[config.mk]
export PLATFORM = sky130hd
export DESIGN_NAME = detect_sched_flat
export DESIGN_NICKNAME = d
export VERILOG_FILES = /design/src/rtl/detect_sched_pkg.sv /design/src/rtl/detect_sched_if.sv /design/src/rtl/detect_sched_rr_arbiter.sv /design/src/rtl/detect_sched.sv /design/src/flat_wrapper.sv
export SDC_FILE = /design/constraint.sdc
export NUM_CORES = 1
export LEC_CHECK = 0
export BUFFER_PORTS_ARGS = -buffer_cell sky130_fd_sc_hd__clkbuf_2
export CAP_MARGIN = 10
export CORE_MARGIN = 2
export CORE_UTILIZATION = 39
export CTS_BUF_LIST = sky130_fd_sc_hd__clkbuf_4
export DETAILED_ROUTE_END_ITERATION = 12
export PLACE_DENSITY_LB_ADDON = 0.1
export SYNTH_ARGS = -nofsm -noshare
export SYNTH_HDL_FRONTEND = slang
export SYNTH_SLANG_ARGS = --single-unit
[constraint.sdc]
create_clock -name clk -period 5 [get_ports clk]
set_input_delay 0.75 -clock clk [delete_from_list [all_inputs] [get_ports clk]]
set_output_delay 0.75 -clock clk [all_outputs]
set_load 0.03 [all_outputs]
[src/rtl/detect_sched_pkg.sv]
// Shared types and helpers for the serial run-detection scheduler.
// Run counts are 2 bits and saturate at 3.
package detect_sched_pkg;

  typedef logic [1:0] run_t;

  localparam run_t RUN_SAT = 2'd3;

  // Channel-index width; never narrower than one bit.
  function automatic int ch_idx_w(input int n);
    return (n > 2) ? $clog2(n) : 1;
  endfunction

endpackage

[src/rtl/detect_sched_if.sv]
// Request/grant and detection bundle between requesters and detect_sched.
// Handshake: a bit on channel i is consumed at the posedge where req_valid[i] and req_ready[i] are both 1.
interface detect_sched_if
  import detect_sched_pkg::*;
#(
  parameter int NCH = 4
) ();

  logic [NCH-1:0]             req_valid;
  logic [NCH-1:0]             req_bit;
  logic [NCH-1:0]             chan_clr;
  logic [NCH-1:0]             req_ready;
  logic                       det_valid;
  logic [ch_idx_w(NCH)-1:0]   det_ch;
  run_t                       det_run;

  modport master (
    output req_valid, req_bit, chan_clr,
    input  req_ready, det_valid, det_ch, det_run
  );

  modport slave (
    input  req_valid, req_bit, chan_clr,
    output req_ready, det_valid, det_ch, det_run
  );

endinterface

[src/rtl/detect_sched_rr_arbiter.sv]
// Round-robin arbiter: one-hot grant to the first eligible channel at or after ptr.
module rr_arbiter
  import detect_sched_pkg::*;
#(
  parameter int NCH = 4
) (
  input  logic [NCH-1:0]           eligible,
  input  logic [ch_idx_w(NCH)-1:0] ptr,
  output logic [NCH-1:0]           grant
);

  int   idx;
  logic found;

  always_comb begin
    grant = '0;
    found = 1'b0;
    idx   = 0;
    for (int k = 0; k < NCH; k++) begin
      idx = int'(ptr) + k;
      if (idx >= NCH) idx = idx - NCH;
      if (!found && eligible[idx]) begin
        grant[idx] = 1'b1;
        found      = 1'b1;
      end
    end
  end

endmodule

[src/rtl/detect_sched.sv]
// Shared run-detection engine: serves one serial requester per cycle and
// emits a registered pulse when a qualifying run of 1s is terminated by a 0.
module detect_sched
  import detect_sched_pkg::*;
#(
  parameter int NCH     = 4,
  parameter int MIN_RUN = 1
) (
  input  logic         clk,
  input  logic         reset,
  detect_sched_if.slave bus
);

  localparam int W = ch_idx_w(NCH);

  logic [NCH-1:0] eligible;
  logic [NCH-1:0] grant;
  logic           g_any;
  int             g_idx;

  logic [W-1:0]   ptr_q, ptr_d;
  run_t           run_q [NCH];
  run_t           run_d [NCH];
  logic           det_valid_q, det_valid_d;
  logic [W-1:0]   det_ch_q, det_ch_d;
  run_t           det_run_q, det_run_d;

  // Reset gates eligibility so nothing is consumed while reset is held.
  assign eligible = bus.req_valid & ~bus.chan_clr & {NCH{reset}};

  rr_arbiter #(.NCH(NCH)) u_arb (
    .eligible (eligible),
    .ptr      (ptr_q),
    .grant    (grant)
  );

  assign bus.req_ready = grant;
  assign g_any         = |grant;

  always_comb begin
    g_idx = 0;
    for (int i = 0; i < NCH; i++) begin
      if (grant[i]) g_idx = i;
    end
  end

  always_comb begin
    ptr_d       = ptr_q;
    det_valid_d = 1'b0;
    det_ch_d    = det_ch_q;
    det_run_d   = det_run_q;
    for (int i = 0; i < NCH; i++) begin
      run_d[i] = bus.chan_clr[i] ? '0 : run_q[i];
    end
    if (g_any) begin
      ptr_d = (g_idx == NCH - 1) ? '0 : W'(g_idx + 1);
      if (bus.req_bit[g_idx]) begin
        run_d[g_idx] = (run_q[g_idx] == RUN_SAT) ? RUN_SAT : run_q[g_idx] + 2'd1;
      end else begin
        // Report the run length seen before the terminating 0.
        if (run_q[g_idx] >= run_t'(MIN_RUN)) begin
          det_valid_d = 1'b1;
          det_ch_d    = W'(g_idx);
          det_run_d   = run_q[g_idx];
        end
        run_d[g_idx] = '0;
      end
    end
  end

  always_ff @(posedge clk) begin
    if (!reset) begin
      ptr_q       <= '0;
      det_valid_q <= 1'b0;
      det_ch_q    <= '0;
      det_run_q   <= '0;
      for (int i = 0; i < NCH; i++) run_q[i] <= '0;
    end else begin
      ptr_q       <= ptr_d;
      det_valid_q <= det_valid_d;
      det_ch_q    <= det_ch_d;
      det_run_q   <= det_run_d;
      for (int i = 0; i < NCH; i++) run_q[i] <= run_d[i];
    end
  end

  assign bus.det_valid = det_valid_q;
  assign bus.det_ch    = det_ch_q;
  assign bus.det_run   = det_run_q;

endmodule

[src/flat_wrapper.sv]
// flat-port wrapper written by rule: the top's interface ports become plain ports
module detect_sched_flat import detect_sched_pkg::*;
#(
  parameter int NCH     = 4,
  parameter int MIN_RUN = 1
)
  (clk, reset, bus_req_valid, bus_req_bit, bus_chan_clr, bus_req_ready, bus_det_valid, bus_det_ch, bus_det_run);
  detect_sched_if #(.NCH(NCH)) bus_i ();
  input  logic clk;
  input  logic reset;
  input wire logic [$bits(bus_i.req_valid)-1:0] bus_req_valid;
  input wire logic [$bits(bus_i.req_bit)-1:0] bus_req_bit;
  input wire logic [$bits(bus_i.chan_clr)-1:0] bus_chan_clr;
  output wire logic [$bits(bus_i.req_ready)-1:0] bus_req_ready;
  output wire logic [$bits(bus_i.det_valid)-1:0] bus_det_valid;
  output wire logic [$bits(bus_i.det_ch)-1:0] bus_det_ch;
  output wire logic [$bits(bus_i.det_run)-1:0] bus_det_run;
  assign bus_i.req_valid = bus_req_valid;
  assign bus_i.req_bit = bus_req_bit;
  assign bus_i.chan_clr = bus_chan_clr;
  assign bus_req_ready = bus_i.req_ready;
  assign bus_det_valid = bus_i.det_valid;
  assign bus_det_ch = bus_i.det_ch;
  assign bus_det_run = bus_i.det_run;
  detect_sched #(.NCH(NCH), .MIN_RUN(MIN_RUN)) u_core (.clk(clk), .reset(reset), .bus(bus_i));
endmodule
# After elaboration in Yosys (flattened, before gate mapping)
# Memory sizes are Yosys's and may differ from the RTL's.
# Index checks and enable logic that the tools add are counted.
[totals] register_bits=7 latchBits=0 ramBits=8 rom_bits=0 in_bits=14 out_inout_bits=9 elab_cells=117 mem_count=1
[memory_table] memory="u_core.run_q" words=4 width=2 rd=5 rd_ports_with_merged_regs=0 write_ports=4 line="detect_sched.sv:22" rtl="run_t run_q [NCH];"
[classes] n_addsub=9 mul=0 div=0 n_lt_le_gt_ge=16 n_eq_ne=2 n_shift=0 n_mux=55 bitwise_logic=16 n_reduce_logical=14
[ops] cell="greater-or-equal comparator 32 x 1 -> 1 bit (second input constant)" count=4
[ops] cell="less-than comparator 32 x 4 -> 1 bit (second input constant)" count=4
[ops] cell="two-way mux 32 bit" count=4
[ops] cell="greater-or-equal comparator 32 x 3 -> 1 bit (second input constant)" count=1
[ops] cell="less-than comparator 32 x 1 -> 1 bit (second input constant)" count=1
[ops] cell="inverter 2 -> 32 bit" count=1
[ops] cell="two-way mux 2 bit" count=13
[ops] cell="two-way mux 1 bit" count=21
[ops] cell="two-way mux 4 bit" count=4
[ops] cell="two-way mux 8 bit" count=2
[ops] cell="bitwise OR 4 bit" count=3
[ops] cell="subtractor 3 x 3 -> 4 bit (second input constant)" count=3
[ops] cell="binary-select mux 1 bit (select 2 bit)" count=5
[ops] cell="greater-or-equal comparator 3 bit (second input constant)" count=3
[ops] cell="AND 4 bit" count=2
[ops] cell="AND 8 bit" count=1
[ops] cell="bitwise mux 8 bit" count=1
[ops] cell="demux 1 bit (select 2 bit)" count=4
[ops] cell="logical AND 1 bit" count=8
[ops] cell="inverter 8 bit" count=1
[ops] cell="adder 2 x 2 -> 3 bit (second input constant)" count=2
[ops] cell="adder 2 x 1 -> 2 bit (second input constant)" count=2
[ops] cell="demux 2 bit (select 2 bit)" count=1
[ops] cell="equality test 2 bit (second input constant)" count=2
[ops] cell="other kinds (12)" count=19

# Depth between registers and ports, before layout
# Gate-level depths: netlist of the first run.
[depth] depth_word=29 ltp_mapped=14 mapped_depth_nobuf=13

# Modules after synthesis
# From an unflattened synthesis of the first run, not the netlist that was laid out.
[hier_totals] hier_cells=139 hier_area_um2=1330.0
[modules_own_cells] module="detect_sched" n_inst=1 cells_each=101 area_each_um2=972.2 seq_area_each_um2=300.3
[modules_own_cells] module="rr_arbiter" n_inst=1 cells_each=38 area_each_um2=357.8 seq_area_each_um2=0.0

# Worst setup path after synthesis of the first run
# OpenSTA, ideal clock, no wires.
[synth_path] path_type="input to register" startpoint="input reset" endpoint="memory u_core.run_q[0][0] in the netlist's numbering" setup_time_ps=70 t_arrival_ps=3264 required_ps=4930 setup_slack_ps=1666 stages=12 n_path_buf=2 cell_sequence="buf_6 -> and4b_1 -> o21a_1 -> a21o_1 -> a22o_1 -> a221o_1 -> nor2_4 -> inv_2 -> or3_4 -> buf_6 -> a211o_1 -> a21boi_1"
[synth_rtl] element="start: declaration" line="flat_wrapper.sv:10" rtl="input logic reset;"
[synth_rtl] element="end: declaration" line="detect_sched.sv:22"

==> metrics.md, run 1 <==
| Metric | Value |
|---|---|
| Post-route ant nets | `0` |
| Setup Skew | `0.00978 ns` |
| Final #Nets | `189` |
| Hold_sp | `u_core.bus.det_run[0]` |
| Total GRT Usage | `18.0%` |
| Critical path class | `register to register` |
| Top cells by count, synth | `15 x dfxtp_1, 14 x inv_1, 12 x ha_1, 12 x nand2_1, 9 x a211o_1` |
| Sw power | `257 uW` |
| PostCTS Resize Cnt | `0` |
| Syn Std Cell Area | `0.00127 mm^2` |
| Largest net degree at the start of global routing | `25` |
| Reg power frac | `29.3%` |
| Crit path DAT | `3.91 ns` |
| Port Buffers | `22` |
| Drt first pass iters | `4` |
| Final hold vios | `0` |
| Dpl cells | `202` |
| Cell Pwr Density | `369 mW/mm^2` |
| Fmax | `271 MHz` |
| Clock Power Share | `13.3%` |
| Postcts setup bufs | `0` |
| Synthesis Warnings | `0` |
| Leakage | `0.615 nW` |
| MaxCap Viol Count | `0` |
| Non-filler cells, final | `206` |
| Slew Limit Fails | `0` |
| Core area | `0.00308 mm^2` |
| Hold WS | `0.459 ns` |
| Startpoint type of the worst setup path | `register` |
| Status | `complete, no violations` |
| Internal | `269 uW` |
| Grt ovf | `0` |
| Area growth, synth to finish | `12.0%` |
| Post-Synthesis Cells | `142` |
| Final total power | `526 uW` |
| Area contributors post-synth | `dfxtp_1 24%, ha_1 12%, a211o_1 6.2%` |
| TritonCTS clock tree | `built` |
| Top Ports | `23` |
| # diodes | `0` |
| Most used cell, CP | `inv_1` |
| Setup ws final | `1.31 ns` |
| Reg-to-reg startpoint | `u_core.ptr_q[0]` |
| Min-delay worst type | `register to register` |
| Setup TNS | `0 ns` |
| Vias per cell | `5.49` |
| Post-synth top area cell | `dfxtp_1` |
| Clock Latency Late Sink | `0.29 ns` |
| Avg Cell Area, Syn | `8.95 um^2` |
| Clock Tree Buf Depth | `2` |
| Final wirelength | `2920 um` |
| Clk sink count | `15` |
| Maximum VDD drop | `0.000173 V` |
| CP delay by family, top | `compound AO/OA/AOI/OAI gates` |
| First-pass GRT wire length | `4970 um` |
| WP buf/inv | `3` |
| Seq cells post-synth | `15` |
| Dpl hpwl | `2270 um` |
| Post-route DRC violation count | `0` |
| Die Ht | `61.1 um` |
| Critical-path top delay cell | `dfxtp_1` |
| Starting DRT DRC Count | `40` |
| Share of the synthesized area in the top cell type | `23.6%` |
| Crit-path cells | `inv_1, ha_1, a21o_1, a221oi_1, a22o_1, a221o_1, inv_1, a21oi_1, inv_1, ha_1, a211o_1, a21boi_1` |
| Dpl ws | `1.20 ns` |
| Number of enable flip-flop cells after synthesis | `0` |
| Die area | `0.00373 mm^2` |
| Min Tclk post-route | `3.69 ns` |
| Slew @ Worst Pin | `0.654 ns` |
| Wire per inst | `14.2 um` |
| Placer congestion estimate | `0.825` |
| Vias after detailed routing | `1131` |
| Crit-path max cell delay | `0.68 ns` |
| Crit end category | `register` |
| Vias in the first global route | `1056` |
| Comb pwr share | `57.4%` |
| Crit path max fanout | `18` |
| Initial antenna violation count | `0` |
| Initial core utilization | `41.3%` |
| Root Buffer | `clkbuf_4` |
| Synth Flop Type | `dfxtp_1` |
| Final Cycle Share | `73.9%` |
| Crit path launch | `u_core.ptr_q[0]` |
| Rows | `20` |
| TritonCTS buffer count | `3` |
| Unique masters post-synth | `44` |
| Clk pin slew, worst setup/hold paths | `0.10 ns` |
| Share of post-route cells with drive strength above 1 | `21.0%` |
| Normalized max-slew margin | `56.4%` |
| CTS Hold Bufs | `0` |
| Worst Path Required | `5.22 ns` |
| Ys async rst share | `0%` |
| RSZ-0062 raised after global routing | `no` |
| Die width | `61.1 um` |
| Syn Nets | `168` |
| Sequential share of the synthesized area | `23.6%` |
| Most numerous cell in the Yosys netlist | `dfxtp_1` |
| Sw Share | `48.9%` |
| H-tree depth | `1` |
| Final setup fails | `0` |
stage by stage:
| stage | util, % | instance area [um^2] |
|---|---|---|
| 2_1_floorplan | - | 1270 |
| 3_3_place_gp | 45.4 | 1400 |
| 3_5_place_dp | 45.4 | 1400 |
| 4_1_cts | 46.3 | 1420 |
| 5_1_grt | 46.3 | 1420 |
| 6_report | 46.3 | 1420 |
cells in the final DEF, fill, tap and decap left out, drive strengths merged:
cell	Yosys	routed
or3	2	2
a211o	9	9
nand4bb	2	2
a21o	2	2
nand2b	2	2
a2bb2oi	1	1
a31o	1	1
or3b	1	1
o21a	1	1
ha	12	12
nand3b	1	1
o211ai	1	1
and4b	2	2
a222oi	1	1
nand2	12	12
nand3	2	2
a221o	2	2
and3b	1	1
dfxtp	15	15
nor2	4	4
a21oi	3	3
nor4bb	2	2
a221oi	1	1
o21ai	3	3
o211a	1	1
nand4b	2	2
o2111ai	8	8
mux2i	6	6
a21boi	8	8
clkinv	0	1
nor2b	2	2
a22o	3	3
and3	1	1
inv	15	15
o221ai	3	3
o221a	2	2
nor3b	2	2
clkbuf	2	25
area by class of cell:
type | count | area (um^2)
inverters | 15 | 56.3
clock buffers | 3 | 22.5
flip-flops and latches | 15 | 300
well taps | 44 | 55.1
clock inverters | 1 | 5.00
fillers | 340 | 1650
multi-input cells | 106 | 875
repair buffers | 22 | 110
power by group through the flow:
stage / Clock [mW] / Combinational [mW] / Sequential (mW)
3_3_place_gp: 0 / 0.297 / 0.156
5_1_grt: 0.0782 / 0.340 / 0.157
3_5_place_dp: 0 / 0.301 / 0.156
2_1_floorplan: 0 / 0.248 / 0.154
6_report: 0.0702 / 0.302 / 0.154
4_1_cts: 0.0728 / 0.302 / 0.154
registers in the layout, summed over array words and instances, names as in the netlist:
register	cells
u_core.bus.det_valid	1
u_core.bus.det_ch	2
u_core.ptr_q	2
u_core.run_q	8
u_core.bus.det_run	2
routing by layer:
layer  vias to the layer above  global-route usage [%]  wire [um]
met5                         -                       0          0
met4                         0                    4.66         19
met1                       514                    25.1       1540
met2                        25                    27.7       1250
li1                        590                       -          -
met3                         2                    4.62        108
final timing paths:
kind                                               to  cells past startpoint  slack (ns)
worst min register to register  u_core.bus.det_run[0]                      2        0.46
worst min-delay path            u_core.bus.det_run[0]                      2        0.46
worst max-delay path               u_core.run_q[3][0]                     12        1.31
worst max register to register     u_core.run_q[3][0]                     12        1.31
worst register-to-register path: stages (launching register included):
cell	delay, ns
dfxtp_1	0.68
inv_1	0.20
ha_1	0.39
a21o_1	0.19
a221oi_1	0.45
a22o_1	0.21
a221o_1	0.22
inv_1	0.06
a21oi_1	0.38
inv_1	0.15
ha_1	0.28
a211o_1	0.26
a21boi_1	0.14
cell families (layout without fill, tap and decap cells):
group,Yosys count,in the layout,share of synthesized area [%]
compound gates,50,50,32.9
fa+ha+maj,12,12,11.8
buf+inv,21,41,7.58
flops,15,15,23.6
mux,6,6,4.72
simple gates,38,38,19.4
(Power assumes the default switching activity.)
==> run 2: changes to the inputs <==
- clock period: 5 -> 3.8 ns (I/O delays scaled with it)
==> run 2 against run 1 <==
Effect of this change: critical endpoint is now u_core.run_q[1][0]; maximum frequency up 8.6%; non-clock buffer count increased by 7; sequential cell count unchanged; via count grew 5.2%; first-iteration DRC count rose by 55%; setup slack got worse by 0.91 ns; wire length grew 5.4%; largest power group unchanged.
==> metrics.md, run 2 (synthesized netlist as in run 1, its figures left out) <==
| Metric | Value |
|---|---|
| Initial antenna violation count | `0 (unchanged)` |
| Core area | `0.00308 mm^2 (unchanged)` |
| PostCTS Resize Cnt | `0 (unchanged)` |
| CTS Hold Bufs | `0 (unchanged)` |
| Top Ports | `23 (unchanged)` |
| Final Cycle Share | `89.5% (was 73.9%)` |
| Final #Nets | `196 (was 189)` |
| Setup TNS | `0 ns (unchanged)` |
| Clk pin slew, worst setup/hold paths | `0.09 ns (was 0.10 ns)` |
| Fmax | `294 MHz (was 271 MHz)` |
| Non-filler cells, final | `213 (was 206)` |
| Post-route ant nets | `0 (unchanged)` |
| H-tree depth | `1 (unchanged)` |
| Setup Skew | `0.00487 ns (was 0.00978 ns)` |
| Die area | `0.00373 mm^2 (unchanged)` |
| TritonCTS clock tree | `built (unchanged)` |
| Clk sink count | `15 (unchanged)` |
| Drt first pass iters | `4 (unchanged)` |
| MaxCap Viol Count | `0 (unchanged)` |
| Clock Tree Buf Depth | `2 (unchanged)` |
| Hold_sp | `u_core.bus.det_run[0] (unchanged)` |
| Dpl hpwl | `2460 um (was 2270 um)` |
| Largest net degree at the start of global routing | `22 (was 25)` |
| Normalized max-slew margin | `62.9% (was 56.4%)` |
| Vias after detailed routing | `1190 (was 1131)` |
| FILL cells | `312 (was 340)` |
| Final Util | `48.0% (was 46.3%)` |
| Crit end category | `register (unchanged)` |
| Most used cell, CP | `inv_1 (unchanged)` |
| Slew Limit Fails | `0 (unchanged)` |
| Postcts setup bufs | `0 (unchanged)` |
| Rows | `20 (unchanged)` |
| Leakage | `0.652 nW (was 0.615 nW)` |
| First-pass GRT wire length | `5140 um (was 4970 um)` |
| WP buf/inv | `3 (unchanged)` |
| Min-delay worst type | `register to register (unchanged)` |
| Clock Latency Late Sink | `0.28 ns (was 0.29 ns)` |
| CP delay by family, top | `compound AO/OA/AOI/OAI gates (unchanged)` |
| Grt ovf | `0 (unchanged)` |
| R2R cell count | `12 (unchanged)` |
| Hold path cells | `2 (unchanged)` |
| Startpoint type of the worst setup path | `register (unchanged)` |
| Critical path class | `register to register (unchanged)` |
| Most frequent cells in the layout | `22 x clkbuf_2, 15 x dfxtp_1, 14 x inv_1, 12 x nand2_1, 12 x ha_1 (unchanged)` |
| Worst Path Required | `4.02 ns (was 5.22 ns)` |
| Final setup fails | `0 (unchanged)` |
| Max reg flops | `8 (unchanged)` |
| Largest Register | `u_core.run_q (unchanged)` |
| Wire per inst | `14.4 um (was 14.2 um)` |
| Dpl cells | `209 (was 202)` |
| Die Ht | `61.1 um (unchanged)` |
| Cell Pwr Density | `487 mW/mm^2 (was 369 mW/mm^2)` |
| Crit path DAT | `3.62 ns (was 3.91 ns)` |
| Starting DRT DRC Count | `62 (was 40)` |
| Vias in the first global route | `1094 (was 1056)` |
| Crit-path cells | `inv_1, ha_1, a21o_1, a221oi_1, a22o_1, a221o_1, inv_1, a21oi_1, inv_1, ha_1, a211o_1, a21boi_1 (unchanged)` |
| Die width | `61.1 um (unchanged)` |
| Min Tclk post-route | `3.40 ns (was 3.69 ns)` |
| RSZ-0062 raised after global routing | `no (unchanged)` |
| TritonCTS buffer count | `3 (unchanged)` |
| Commonest non-fill, non-tap cell in the layout | `clkbuf_2 (unchanged)` |
| Crit path max fanout | `6 (was 18)` |
| Crit-path max cell delay | `0.50 ns (was 0.68 ns)` |
| Initial core utilization | `41.3% (unchanged)` |
| Share of post-route cells with drive strength above 1 | `24.3% (was 21.0%)` |
| Final wirelength | `3080 um (was 2920 um)` |
| Post-route DRC violation count | `0 (unchanged)` |
| # diodes | `0 (unchanged)` |
| Maximum VDD drop | `0.000234 V (was 0.000173 V)` |
| Vias per cell | `5.59 (was 5.49)` |
| Port Buffers | `22 (unchanged)` |
| Root Buffer | `clkbuf_4 (unchanged)` |
| Final hold vios | `0 (unchanged)` |
| Slew @ Worst Pin | `0.557 ns (was 0.654 ns)` |
| Critical-path top delay cell | `a221oi_1 (was dfxtp_1)` |
| Placer congestion estimate | `0.864 (was 0.825)` |
| FF-to-FF setup slack | `0.40 ns (was 1.31 ns)` |
| Area growth, synth to finish | `16.1% (was 12.0%)` |
| Total GRT Usage | `18.4% (was 18.0%)` |
| Reg-to-reg startpoint | `u_core.ptr_q[0] (unchanged)` |
| Hold WS | `0.459 ns (about the same)` |
| Hold Path End | `u_core.bus.det_run[0] (unchanged)` |
| Status | `complete, no violations (unchanged)` |
| RR Endpoint | `u_core.run_q[1][0] (was u_core.run_q[3][0])` |
run 2: final cells by class:
class	instances	area, um^2	area share (%)
sequential	15	300	20.3
tap	44	55.1	3.73
clock buffer	3	22.5	1.53
inverter	15	56.3	3.81
timing repair buffer	29	163	11.0
clock inverter	1	5.00	0.339
multi-input combinational	106	875	59.2
run 2: power by group:
part	switching, mW	internal (mW)
combinational	0.278	0.160
clock	0.0516	0.0391
sequential	0.0138	0.176
total	0.344	0.375
run 2: worst max path at each step:
stage	to	cells past startpoint	start
after floorplan	u_core.run_q[1][0]	13	u_core.ptr_q[0]
after global placement	u_core.run_q[1][0]	12	reset
after detailed placement	u_core.run_q[1][0]	12	reset
after CTS	u_core.run_q[1][0]	12	u_core.ptr_q[0]
after global routing	u_core.run_q[1][0]	12	u_core.ptr_q[0]
final	u_core.run_q[1][0]	12	u_core.ptr_q[0]
run 2: routing by layer:
layer / share of wire, % / global-route usage, % / vias up
met5: 0 / 0 / -
met2: 45 / 30.4 / 25
li1: - / - / 601
met3: 4.6 / 4.41 / 2
met1: 50 / 24.5 / 562
met4: 0.33 / 3.73 / 0
run 2: worst register-to-register path, stage by stage, from the launching register on:
cell      delay [ns]
dfxtp_1         0.47
inv_1           0.14
ha_1            0.38
a21o_1          0.20
a221oi_1        0.51
a22o_1          0.21
a221o_1         0.22
inv_1           0.06
a21oi_1         0.34
inv_1           0.14
ha_1            0.28
a211o_1         0.27
a21boi_1        0.13
run 2: stage by stage:
step                power (mW)  instance area (um^2)  worst slack, ns
finish                   0.719                  1480            0.398
global route             0.777                  1480           0.0979
CTS                      0.721                  1480            0.378
detailed placement       0.628                  1450            0.190
global placement         0.626                  1450            0.259
floorplan                0.528                  1270            0.509
